<file path="src/rtl/stv_nest_counter.sv">
// Nested multi-level counter: level 0 advances on en, each outer level advances on the wrap of the level inside it.
// Optional STV_NEST_COUNTER_TOTAL_EN adds a saturating count of level-0 advances on total.
module stv_nest_counter #(
    parameter int               WIDTH    = 8,
    parameter int               LEVELS   = 3,
    parameter logic [WIDTH-1:0] INIT_VAL = '0
) (
    input  logic                      clk,
    input  logic                      arst_n,
    input  logic                      clear,
    input  logic                      start,
    input  logic                      en,
    input  logic                      down,
    input  logic                      oneshot,
    input  logic [LEVELS*WIDTH-1:0]   step,
    input  logic [LEVELS*WIDTH-1:0]   max,
    input  logic [LEVELS*WIDTH-1:0]   min,
    output logic [LEVELS*WIDTH-1:0]   count,
    output logic [LEVELS-1:0]         wrap,
    output logic                      busy,
    output logic                      done,
    output logic [LEVELS*WIDTH-1:0]   total,
    output logic [1:0]                fsm_state
);

    typedef enum logic [1:0] {
        IDLE = 2'd0,
        RUN  = 2'd1,
        DONE = 2'd2
    } state_t;

    state_t           state;
    logic [WIDTH-1:0] cnt      [LEVELS];
    logic [WIDTH-1:0] cnt_next [LEVELS];
    logic             adv0;

    assign adv0      = (state == RUN) && en && !clear && !start;
    assign fsm_state = state;

    // The advance chain is carried in a local variable so wrap never feeds back into itself.
    always_comb begin
        logic             carry;
        logic [WIDTH-1:0] s;
        logic [WIDTH-1:0] lo;
        logic [WIDTH-1:0] hi;
        logic [WIDTH:0]   sum;
        logic [WIDTH:0]   lim;
        carry    = adv0;
        wrap     = '0;
        cnt_next = cnt;
        for (int i = 0; i < LEVELS; i++) begin
            s   = step[i*WIDTH +: WIDTH];
            s   = (s == '0) ? WIDTH'(1) : s;
            lo  = min[i*WIDTH +: WIDTH];
            hi  = max[i*WIDTH +: WIDTH];
            sum = {1'b0, cnt[i]} + {1'b0, s};
            lim = {1'b0, lo} + {1'b0, s};
            if (carry) begin
                if (down) begin
                    wrap[i]     = ({1'b0, cnt[i]} < lim);
                    cnt_next[i] = wrap[i] ? hi : (cnt[i] - s);
                end else begin
                    wrap[i]     = (sum > {1'b0, hi});
                    cnt_next[i] = wrap[i] ? lo : sum[WIDTH-1:0];
                end
            end
            carry = carry & wrap[i];
        end
    end

    always_ff @(posedge clk or negedge arst_n) begin
        if (!arst_n) begin
            for (int i = 0; i < LEVELS; i++) cnt[i] <= INIT_VAL;
        end else if (clear) begin
            for (int i = 0; i < LEVELS; i++) cnt[i] <= INIT_VAL;
        end else if (start) begin
            for (int i = 0; i < LEVELS; i++)
                cnt[i] <= down ? max[i*WIDTH +: WIDTH] : min[i*WIDTH +: WIDTH];
        end else begin
            for (int i = 0; i < LEVELS; i++) cnt[i] <= cnt_next[i];
        end
    end

    always_ff @(posedge clk or negedge arst_n) begin
        if (!arst_n) begin
            state <= IDLE;
            busy  <= 1'b0;
            done  <= 1'b0;
        end else if (clear) begin
            state <= IDLE;
            busy  <= 1'b0;
            done  <= 1'b0;
        end else if (start) begin
            state <= RUN;
            busy  <= 1'b1;
            done  <= 1'b0;
        end else if (state == RUN && wrap[LEVELS-1] && oneshot) begin
            state <= DONE;
            busy  <= 1'b0;
            done  <= 1'b1;
        end
    end

    always_comb begin
        count = '0;
        for (int i = 0; i < LEVELS; i++) count[i*WIDTH +: WIDTH] = cnt[i];
    end

`ifdef STV_NEST_COUNTER_TOTAL_EN
    logic [LEVELS*WIDTH-1:0] total_q;

    always_ff @(posedge clk or negedge arst_n) begin
        if (!arst_n) begin
            total_q <= '0;
        end else if (clear || start) begin
            total_q <= '0;
        end else if (adv0 && (total_q != '1)) begin
            total_q <= total_q + 1'b1;
        end
    end

    assign total = total_q;
`else
    assign total = '0;
`endif

endmodule

</file>
<file path="config.mk">
export PLATFORM = sky130hd
export DESIGN_NAME = stv_nest_counter
export DESIGN_NICKNAME = d
export VERILOG_FILES = /design/src/rtl/stv_nest_counter.sv
export SDC_FILE = /design/constraint.sdc
export NUM_CORES = 1
export LEC_CHECK = 0
export CAP_MARGIN = 30
export CORE_ASPECT_RATIO = 1.25
export CORE_UTILIZATION = 45
export CTS_CLUSTER_SIZE = 16
export DETAILED_ROUTE_END_ITERATION = 7
export PLACE_DENSITY_LB_ADDON = 0.1
export RECOVER_POWER = 100
export SKIP_LAST_GASP = 1
export SYNTH_ARGS = -nofsm -noshare
export SYNTH_HDL_FRONTEND = slang
export SYNTH_SLANG_ARGS = --single-unit
</file>
<file path="constraint.sdc">
create_clock -name clk -period 14.65 [get_ports clk]
set_input_delay 2.93 -clock clk [delete_from_list [all_inputs] [get_ports clk]]
set_output_delay 2.93 -clock clk [all_outputs]
set_load 0.005 [all_outputs]
</file>
==> results of run 1 <==
-- per-stage QoR --
stage	cells	worst slack [ps]	area (sq um)
2_1_floorplan	805	5620	6330
3_3_place_gp	1027	4050	7290
3_5_place_dp	1027	3910	7290
4_1_cts	1031	3890	7400
5_1_grt	1031	2550	7360
6_report	1031	2870	7360
-- area by class of cell --
cell class / count / share of cell area, %
multi-input combinational: 644 / 68.0
timing repair buffer: 114 / 15.2
sequential: 26 / 8.85
inverter: 72 / 3.69
tap: 171 / 2.91
clock buffer: 3 / 1.02
clock inverter: 1 / 0.408
-- routing by layer --
metal,routed length [um],up-vias,part of all wire (%)
li1,-,2909,-
met1,7650,2830,42
met2,9430,187,51
met3,862,34,4.7
met4,437,0,2.4
met5,0,-,0
-- path summary, 6_finish.rpt --
| path | startpoint | slack [ps] | endpoint | cells past startpoint |
|---|---|---|---|---|
| worst max register to register | count[2]$_DFFE_PN0P_ | 10040 | count[20]$_DFFE_PN0P_ | 17 |
| max in group asynchronous | arst_n | 10030 | count[2]$_DFFE_PN0P_ | 2 |
| worst min-delay path | fsm_state[0]$_DFFE_PN0P_ | 600 | fsm_state[0]$_DFFE_PN0P_ | 2 |
| worst max-delay path | step[9] | 2870 | wrap[1] | 18 |
| min in group asynchronous | arst_n | 3630 | count[15]$_DFFE_PN0P_ | 2 |
| worst min register to register | fsm_state[0]$_DFFE_PN0P_ | 600 | fsm_state[0]$_DFFE_PN0P_ | 2 |
-- power groups by stage --
stage	combinational [mW]	sequential [mW]	clock, mW
detailed placement	0.412	0.0966	0
global placement	0.403	0.0967	0
floorplan	0.303	0.0920	0
finish	0.410	0.0947	0.0888
CTS	0.415	0.0953	0.0904
global route	0.454	0.0967	0.0935
-- logic make-up after synthesis --
| group | count (synthesis) | share of synthesized area, % |
|---|---|---|
| AO/OA/AOI/OAI | 221 | 24.9 |
| XOR/XNOR | 53 | 7.44 |
| adder cells (fa/ha/maj) | 123 | 25.7 |
| buffers and inverters | 135 | 10.5 |
| flip-flops | 26 | 10.4 |
| multiplexers | 45 | 7.46 |
| other | 1 | 0.0601 |
| AND/OR/NAND/NOR | 178 | 13.5 |
-- synth_stat cells (5+ instances only) --
master	count	share of area, %
o21a_1	5	0.60
a22oi_1	5	0.60
fa_1	9	2.9
nand4_1	7	0.70
nor2b_1	8	0.80
a31oi_1	15	1.5
nand2b_1	10	1.0
dfrtp_1	26	10
o211ai_1	12	1.4
nand3_1	9	0.72
inv_1	71	4.3
nand2_1	45	2.7
ha_1	114	23
buf_4	31	3.7
xor2_1	22	3.1
mux2i_1	33	5.3
a21o_1	11	1.3
clkbuf_1	22	1.3
xnor2_1	31	4.3
or2_2	5	0.50
o21ai_0	39	3.1
mux2_2	12	2.2
nor3_1	11	0.88
a211oi_1	9	1.1
nor2_1	63	3.8
o21bai_1	10	1.2
a21oi_1	64	5.1
-- worst reg2reg max path: stages (launching register included) --
cell	delay (ps)
dfrtp_1	460
ha_1	440
nand2b_1	220
a221oi_1	370
nor2_1	70
o21ai_0	200
xnor2_1	180
ha_1	300
a22oi_1	190
nand2_1	60
o211ai_1	230
o211ai_1	130
clkbuf_1	330
nand2_1	150
o31a_1	460
clkinvlp_2	380
mux2i_1	220
o22ai_1	100
-- state kept, by name (all words and copies together), names as in the netlist --
| signal | flops |
|---|---|
| fsm_state | 1 |
| count | 24 |
| done | 1 |
==> results.json, run 1 <==
{
  "antenna_found_initial": 0,
  "use_met2_pct": 48.0,
  "relSlewSlack_pct": -14.4,
  "crit_fanout": 12,
  "postRouteAntennaNets": 0,
  "port_buffers": 109,
  "worstHoldPathType": "flip-flop to flip-flop",
  "clockRootBuffer": "clkbuf_16",
  "nets": 1063,
  "postCtsSetupRepairBufs": 0,
  "coreArea_sq_um": 13400,
  "grt_usage_pct": 26.0,
  "failed_checks": "max-capacitance violations, max-slew violations",
  "fin_crit_ps": 11780,
  "dieHeight_um": 134,
  "p_per_area_nw_per_um2": 80.7,
  "cts_hold_buffers": 0,
  "power_uw": 594,
  "ctsResizeCount": 0,
  "met1_usage_pct": 31.8,
  "clkLatencyLatePin_ps": 280,
  "ys_types": 73,
  "fillerInstances": 1303,
  "place_congestion": 0.912,
  "area_growth_pct": 17.8,
  "path_class": "input pin to output pin",
  "grt_pass1_wl_mm": 29.6,
  "synth_edf_count": 0,
  "start_util_pct": 46.6,
  "rsz0062_at_grt": "no",
  "cp.arrival_ps": 8850,
  "cp_cell_sequence": "dlygate4sd3_1, inv_1, a41o_1, ha_1, fa_1, a21o_1, a221oi_1, nor2b_1, xor2_1, ha_1, o21ai_0, a2111oi_0, a21oi_1, a21oi_1, nand4b_1, o31a_1, clkinvlp_2, dlygate4sd3_1",
  "maxCapViolCount": 1,
  "fin_setup_tns_ps": 0,
  "finalHoldViolCount": 0,
  "dr.first_iter.drc_count": 343,
  "vdd_drop_max_v": 0.0000447,
  "cp-end-kind": "output pin",
  "final_util_pct": 54.9,
  "grt_pass1_vias": 5903,
  "mostFrequentLayoutCells": "114 x ha_1, 74 x clkdlybuf4s50_1, 71 x inv_1, 65 x a21oi_1, 63 x nor2_1",
  "p_sw_share_pct": 45.2,
  "synth_cells": 782,
  "path_delay_family": "compound AO/OA/AOI/OAI gates",
  "h-tree-depth": 1,
  "seqPwrFrac_pct": 15.9,
  "dr.pass1.iters": 4,
  "layout.area.seq_sq_um": 651,
  "via_per_inst": 5.78,
  "wl_per_cell_um": 17.8,
  "p_leak_nw": 3.52,
  "finalClockSkew_ps": 6.29,
  "combPwrFrac_pct": 69.1,
  "cts_tree": "done",
  "die_area_sq_um": 14300,
  "busiest_layer": "met2",
  "routed-via-count": 5960,
  "cts_made_buffers": 3,
  "post-dp-hpwl_mm": 14.9,
  "diodes": 0,
  "grt-ovfl-total": 0,
  "cpMaxStageDelayCell": "dlygate4sd3_1",
  "die_w_um": 107,
  "crit_required_ps": 11720,
  "clk_pin_slew_ps": 80,
  "fmax_mhz": 84.9,
  "clk_path_buf_depth": 2,
  "start_kind": "input pin",
  "multi_input_area_sq_um": 5000,
  "synth_seq_cells": 26,
  "drive_above_1_share_pct": 4.30,
  "final_common_cell": "ha_1",
  "rows": 47,
  "grt_use_met3_pct": 1.86,
  "synth_area_per_cell_sq_um": 7.98,
  "drc_errors": 0,
  "worst_pin_slew_ps": 1720,
  "setup_viol": 0,
  "run_status": "complete, but fails checks",
  "wirelength_mm": 18.4,
  "clkPwrFrac_pct": 15.0,
  "pin_count": 134,
  "async_flop_share_pct": 100,
  "critical_path.max_stage_delay_ps": 700,
  "switchingPower_uw": 269,
  "synth_seq_area_share_pct": 10.4,
  "internal-power_uw": 325,
  "grt_max_degree": 56,
  "clock_sinks": 26,
  "synth.yosys.warnings": 0,
  "whs_ps": 599,
  "synth_ff_type": "dfrtp_1",
  "crit_buf_inv": 4,
  "slew_viol_final": 27,
  "synth_area_sq_um": 6240,
  "min_period_over_period_pct": 80.4
}
Note: power is estimated with default switching activity, not from simulation.
==> inputs of run 2 (changes only) <==
- clock period: 14.65 -> 11.7 ns (I/O delays scaled with it)
==> run 2 against run 1 <==
Compared with the run above:
- the flow still finishes with violations (max-capacitance violations, max-slew violations)
- combinational power increased by 25%
- sequential power increased by 26%
- clock power increased by 5.4%
- critical path depth unchanged
- power increased by 22%
- hold slack got worse by 8.9 ps
==> results.json, run 2 (synthesis results as in run 1) <==
{
  "clk_pin_slew_ps": 80,
  "place_congestion": 0.917,
  "combPwrFrac_pct": 70.7,
  "via_per_inst": 5.72,
  "start_util_pct": 46.6,
  "wl_per_cell_um": 17.7,
  "clock_sinks": 26,
  "clockRootBuffer": "clkbuf_16",
  "clk_path_buf_depth": 2,
  "diodes": 0,
  "relSlewSlack_pct": -22.8,
  "wirelength_mm": 18.3,
  "multi_input_area_sq_um": 5000,
  "vdd_drop_max_v": 0.0000592,
  "antenna_found_initial": 0,
  "run_status": "complete, but fails checks",
  "crit_fanout": 12,
  "fillerInstances": 1272,
  "grt_pass1_wl_mm": 29.4,
  "postCtsSetupRepairBufs": 0,
  "rows": 47,
  "cts_hold_buffers": 0,
  "dr.first_iter.drc_count": 244,
  "post-dp-hpwl_mm": 14.9,
  "largest_reg_flops": 24,
  "internal-power_uw": 391,
  "p_leak_nw": 3.51,
  "grt_max_degree": 56,
  "drive_above_1_share_pct": 4.30,
  "rsz0062_at_grt": "no",
  "rrSetupSlack_ps": 7100,
  "timing.rr.end": "count[20]$_DFFE_PN0P_",
  "nets": 1063,
  "area_growth_pct": 17.6,
  "whs_ps": 591,
  "dieHeight_um": 134,
  "cp-end-kind": "output pin",
  "coreArea_sq_um": 13400,
  "grt-ovfl-total": 0,
  "p_sw_share_pct": 46.0,
  "setup_viol": 0,
  "start_kind": "input pin",
  "port_buffers": 109,
  "finalHoldViolCount": 0,
  "path_class": "input pin to output pin",
  "mostFrequentLayoutCells": "114 x ha_1, 75 x clkdlybuf4s50_1, 71 x inv_1, 65 x a21oi_1, 63 x nor2_1",
  "clkLatencyLatePin_ps": 280,
  "reg2reg_from": "count[3]$_DFFE_PN0P_",
  "fin_crit_ps": 10460,
  "pin_count": 134,
  "maxCapViolCount": 1,
  "h-tree-depth": 1,
  "post_dp_cell_area_sq_um": 7290,
  "critical_path.endpoint": "wrap[1]",
  "fin_setup_tns_ps": 0,
  "switchingPower_uw": 334,
  "cp.arrival_ps": 8120,
  "rr_worst_depth": 16,
  "dr.pass1.iters": 5,
  "die_area_sq_um": 14300,
  "finalClockSkew_ps": 5.44,
  "grt_usage_pct": 25.8,
  "crit_required_ps": 9360,
  "grt_pass1_vias": 5960,
  "final_common_cell": "ha_1",
  "fin_cells": 1031,
  "worst_pin_slew_ps": 1840,
  "failed_checks": "max-capacitance violations, max-slew violations",
  "layout.area.seq_sq_um": 651,
  "slew_viol_final": 27,
  "min_period_over_period_pct": 89.4,
  "p_per_area_nw_per_um2": 98.8,
  "ctsResizeCount": 0,
  "worstHoldPathType": "flip-flop to flip-flop",
  "design_area_sq_um": 7340,
  "cts_made_buffers": 3,
  "die_w_um": 107,
  "routed-via-count": 5894,
  "drc_errors": 0,
  "placed_cells": 1027,
  "startpoint": "step[9]",
  "clkPwrFrac_pct": 12.9,
  "postRouteAntennaNets": 0,
  "cts_tree": "done",
  "fmax_mhz": 95.6,
  "seqPwrFrac_pct": 16.4
}
-- run 2: cell types whose count changed in the layout (fill, tap and decap cells not counted), sizes merged --
| cell | delta |
|---|---|
| clkbuf | +1 |
| dlygate4sd3 | -1 |
| clkdlybuf4s50 | +1 |
| bufinv | -1 |
-- run 2: metal layers --
layer / GRT usage [%] / up-vias / wire (um)
met5: 0 / - / 0
met4: 7.99 / 0 / 473
met3: 1.81 / 31 / 772
met2: 47.6 / 164 / 9210
met1: 31.4 / 2789 / 7830
li1: - / 2910 / -
-- run 2: power groups by stage --
stage | clock (mW) | combinational (mW) | sequential, mW
detailed placement | 0 | 0.515 | 0.121
CTS | 0.0947 | 0.519 | 0.119
global route | 0.0982 | 0.569 | 0.121
floorplan | 0 | 0.380 | 0.115
finish | 0.0936 | 0.513 | 0.119
global placement | 0 | 0.505 | 0.121
-- run 2: worst min path at each step --
stage	start	endpoint	cells past startpoint
global placement	fsm_state[0]$_DFFE_PN0P_	fsm_state[0]$_DFFE_PN0P_	2
global route	count[22]$_DFFE_PN0P_	count[22]$_DFFE_PN0P_	2
detailed placement	fsm_state[0]$_DFFE_PN0P_	fsm_state[0]$_DFFE_PN0P_	2
CTS	fsm_state[0]$_DFFE_PN0P_	fsm_state[0]$_DFFE_PN0P_	2
floorplan	count[0]$_DFFE_PN0P_	count[0]$_DFFE_PN0P_	2
finish	fsm_state[0]$_DFFE_PN0P_	fsm_state[0]$_DFFE_PN0P_	2
-- run 2: worst max-delay path, stage by stage --
cell	delay, ps
dlygate4sd3_1	690
inv_1	150
a41o_1	240
ha_1	220
fa_1	410
a21o_1	210
a221oi_1	310
nor2b_1	220
xor2_1	190
ha_1	190
o21ai_0	110
a2111oi_0	470
a21oi_1	130
a21oi_1	650
nand4b_1	200
o31a_1	480
clkinvlp_2	380
clkdlybuf4s50_1	520
-- run 2: layout make-up --
type	instances	area share [%]
well taps	171	2.92
inverters	72	3.70
flip-flops and latches	26	8.86
clock buffers	4	1.21
repair buffers	114	15.2
multi-input cells	644	68.1
-- run 2: metrics by stage --
step	power (mW)	utilization (%)	worst slack [ps]
global placement	0.626	54.4	2280
finish	0.725	54.7	1240
floorplan	0.495	-	3850
detailed placement	0.636	54.4	2100
CTS	0.733	55.1	2080
global route	0.789	54.7	888
==> edit (flow settings as in run 1) <==
The parameter `WIDTH` goes from 8 to 12.
--- a/src/rtl/stv_nest_counter.sv
+++ b/src/rtl/stv_nest_counter.sv
@@ -3,3 +3,3 @@
 module stv_nest_counter #(
-    parameter int               WIDTH    = 8,
+    parameter int               WIDTH    = 12,
     parameter int               LEVELS   = 3,
Interface: changed (5 resized); port bits go from 134 to 194. No check against the original RTL was run, so the function may have changed too.
==> edit against run 1 <==
The flow still finishes with violations (capacitance limit, slew limit). Routed wire length up 81%. Combinational power up 62%. Non-clock buffer count up 53. Sequential cell count up 12. Register-to-register slack worse by 1800 ps. Total power up 61%. Critical endpoint unchanged. Setup slack worse by 1100 ps. First-iteration DRC count up 94%. Sequential power up 47%. Final cell count up 67%. Critical path depth up 3. Clock skew down 0.54 ps. Design area up 62%. Synthesized area up 66%.
==> edit: results (changes against run 1) <==
[run_status]
status=finished, violations left  ; unchanged
violations=capacitance limit, slew limit  ; unchanged

[placement]
preCtsSetupSlack_ps=3130  ; was 3910 ps
place_hpwl_mm=27.3  ; was 14.9 mm
routabilityCongestion=0.985  ; was 0.912
placement.io_buffers=157  ; was 109

[layout]
drive_above_1_share=0.0548  ; was 0.0430
clk_share=0.0167  ; was 0.0143
multi_input_area_um2=8330  ; was 5000 µm²
clock_buffers=6  ; was 3
largest_reg_flops=36  ; was 24
final_nets=1738  ; was 1063
non_clock_inverter_count=125  ; was 72
seq_area_um2=951  ; was 651 µm²
fin_area_um2=11900  ; was 7360 µm²
multi_input_cells=1103  ; was 644

[route]
first_iter_violations=665  ; was 343
met3_length_mm=1.52  ; was 862 µm
wl_per_cell_um=19.3  ; was 17.8 µm

[global_routing]
grt_pass1_vias=9892  ; was 5903
grt_pass1_wl_mm=51.8  ; was 29.6 mm
grt_start_max_net_pins=41  ; was 56

[timing]
tightest_slew_ps=1960  ; was 1720 ps
skew_ps=5.75  ; was 6.29 ps
drv_slew=33  ; was 27

[synthesis]
ys_top_cells_by_count=174 x ha_1, 124 x inv_1, 108 x a21oi_1, 97 x nor2_1, 62 x o21ai_0  ; was 114 x ha_1, 71 x inv_1, 64 x a21oi_1, 63 x nor2_1, 45 x nand2_1
yosysSeqAreaShare=0.0920  ; was 0.104
synthTopCellsByArea=ha_1 21%, dfrtp_1 9.2%, a21oi_1 5.2%  ; was ha_1 23%, dfrtp_1 10%, mux2i_1 5.3%

[power]
worst_ir_drop_vdd_uv=42.6  ; was 44.7 µV

[clock_network]
cts.htree.levels=2  ; was 1
cts_buffers=5  ; was 3

[critical_path]
critPathLaunch=step[11]  ; was step[9]

[job]
drv_cap=1  ; unchanged

edit: power by group:
group | leakage (nW) | internal, mW | total, mW | switching, mW
Sequential | 0.492 | 0.116 | 0.139 | 0.0223
Clock | 0.0971 | 0.102 | 0.152 | 0.0497
Combinational | 5.06 | 0.296 | 0.666 | 0.370
edit: logic make-up after synthesis:
kind of cell	synth area share
flops	0.0920
other cells	0.000363
mux	0.0664
xor+xnor	0.0644
fa+ha+maj	0.228
simple gates	0.168
buf+inv	0.112
compound gates	0.270
edit: worst max-delay path, cell delays in order:
cell and delay [ps]:
dlygate4sd3_1 590, nor3_1 360, a31o_2 260, ha_1 160
inv_1 60, fa_1 420, nor2_1 140, o311a_1 210
o22a_4 180, a21oi_1 70, o21bai_1 160, xnor2_1 180
ha_1 290, a21o_1 180, a211oi_1 280, o21ai_0 160
o31ai_1 850, nand2_1 690, a31oi_1 770, inv_1 400
clkdlybuf4s50_1 570
edit: worst paths after layout:
path | endpoint | slack [ps]
worst min-delay path | count[26] | 620
max in group asynchronous | count[34] | 9940
min in group asynchronous | count[21] | 2530
worst max register to register | count[24] | 8270
worst min register to register | count[26] | 620
worst max-delay path | wrap[1] | 1800
edit: layer usage:
metal | track usage | vias up
met2 | 0.512 | 325
met3 | 0.0197 | 84
li1 | - | 4997
met1 | 0.333 | 4768
met4 | 0.140 | 0
met5 | 0 | -
edit: stage by stage:
step           std cells   util
5_1_grt             1724  0.534
2_1_floorplan       1380      -
3_3_place_gp        1715  0.527
4_1_cts             1724  0.537
6_report            1724  0.534
3_5_place_dp        1716  0.528
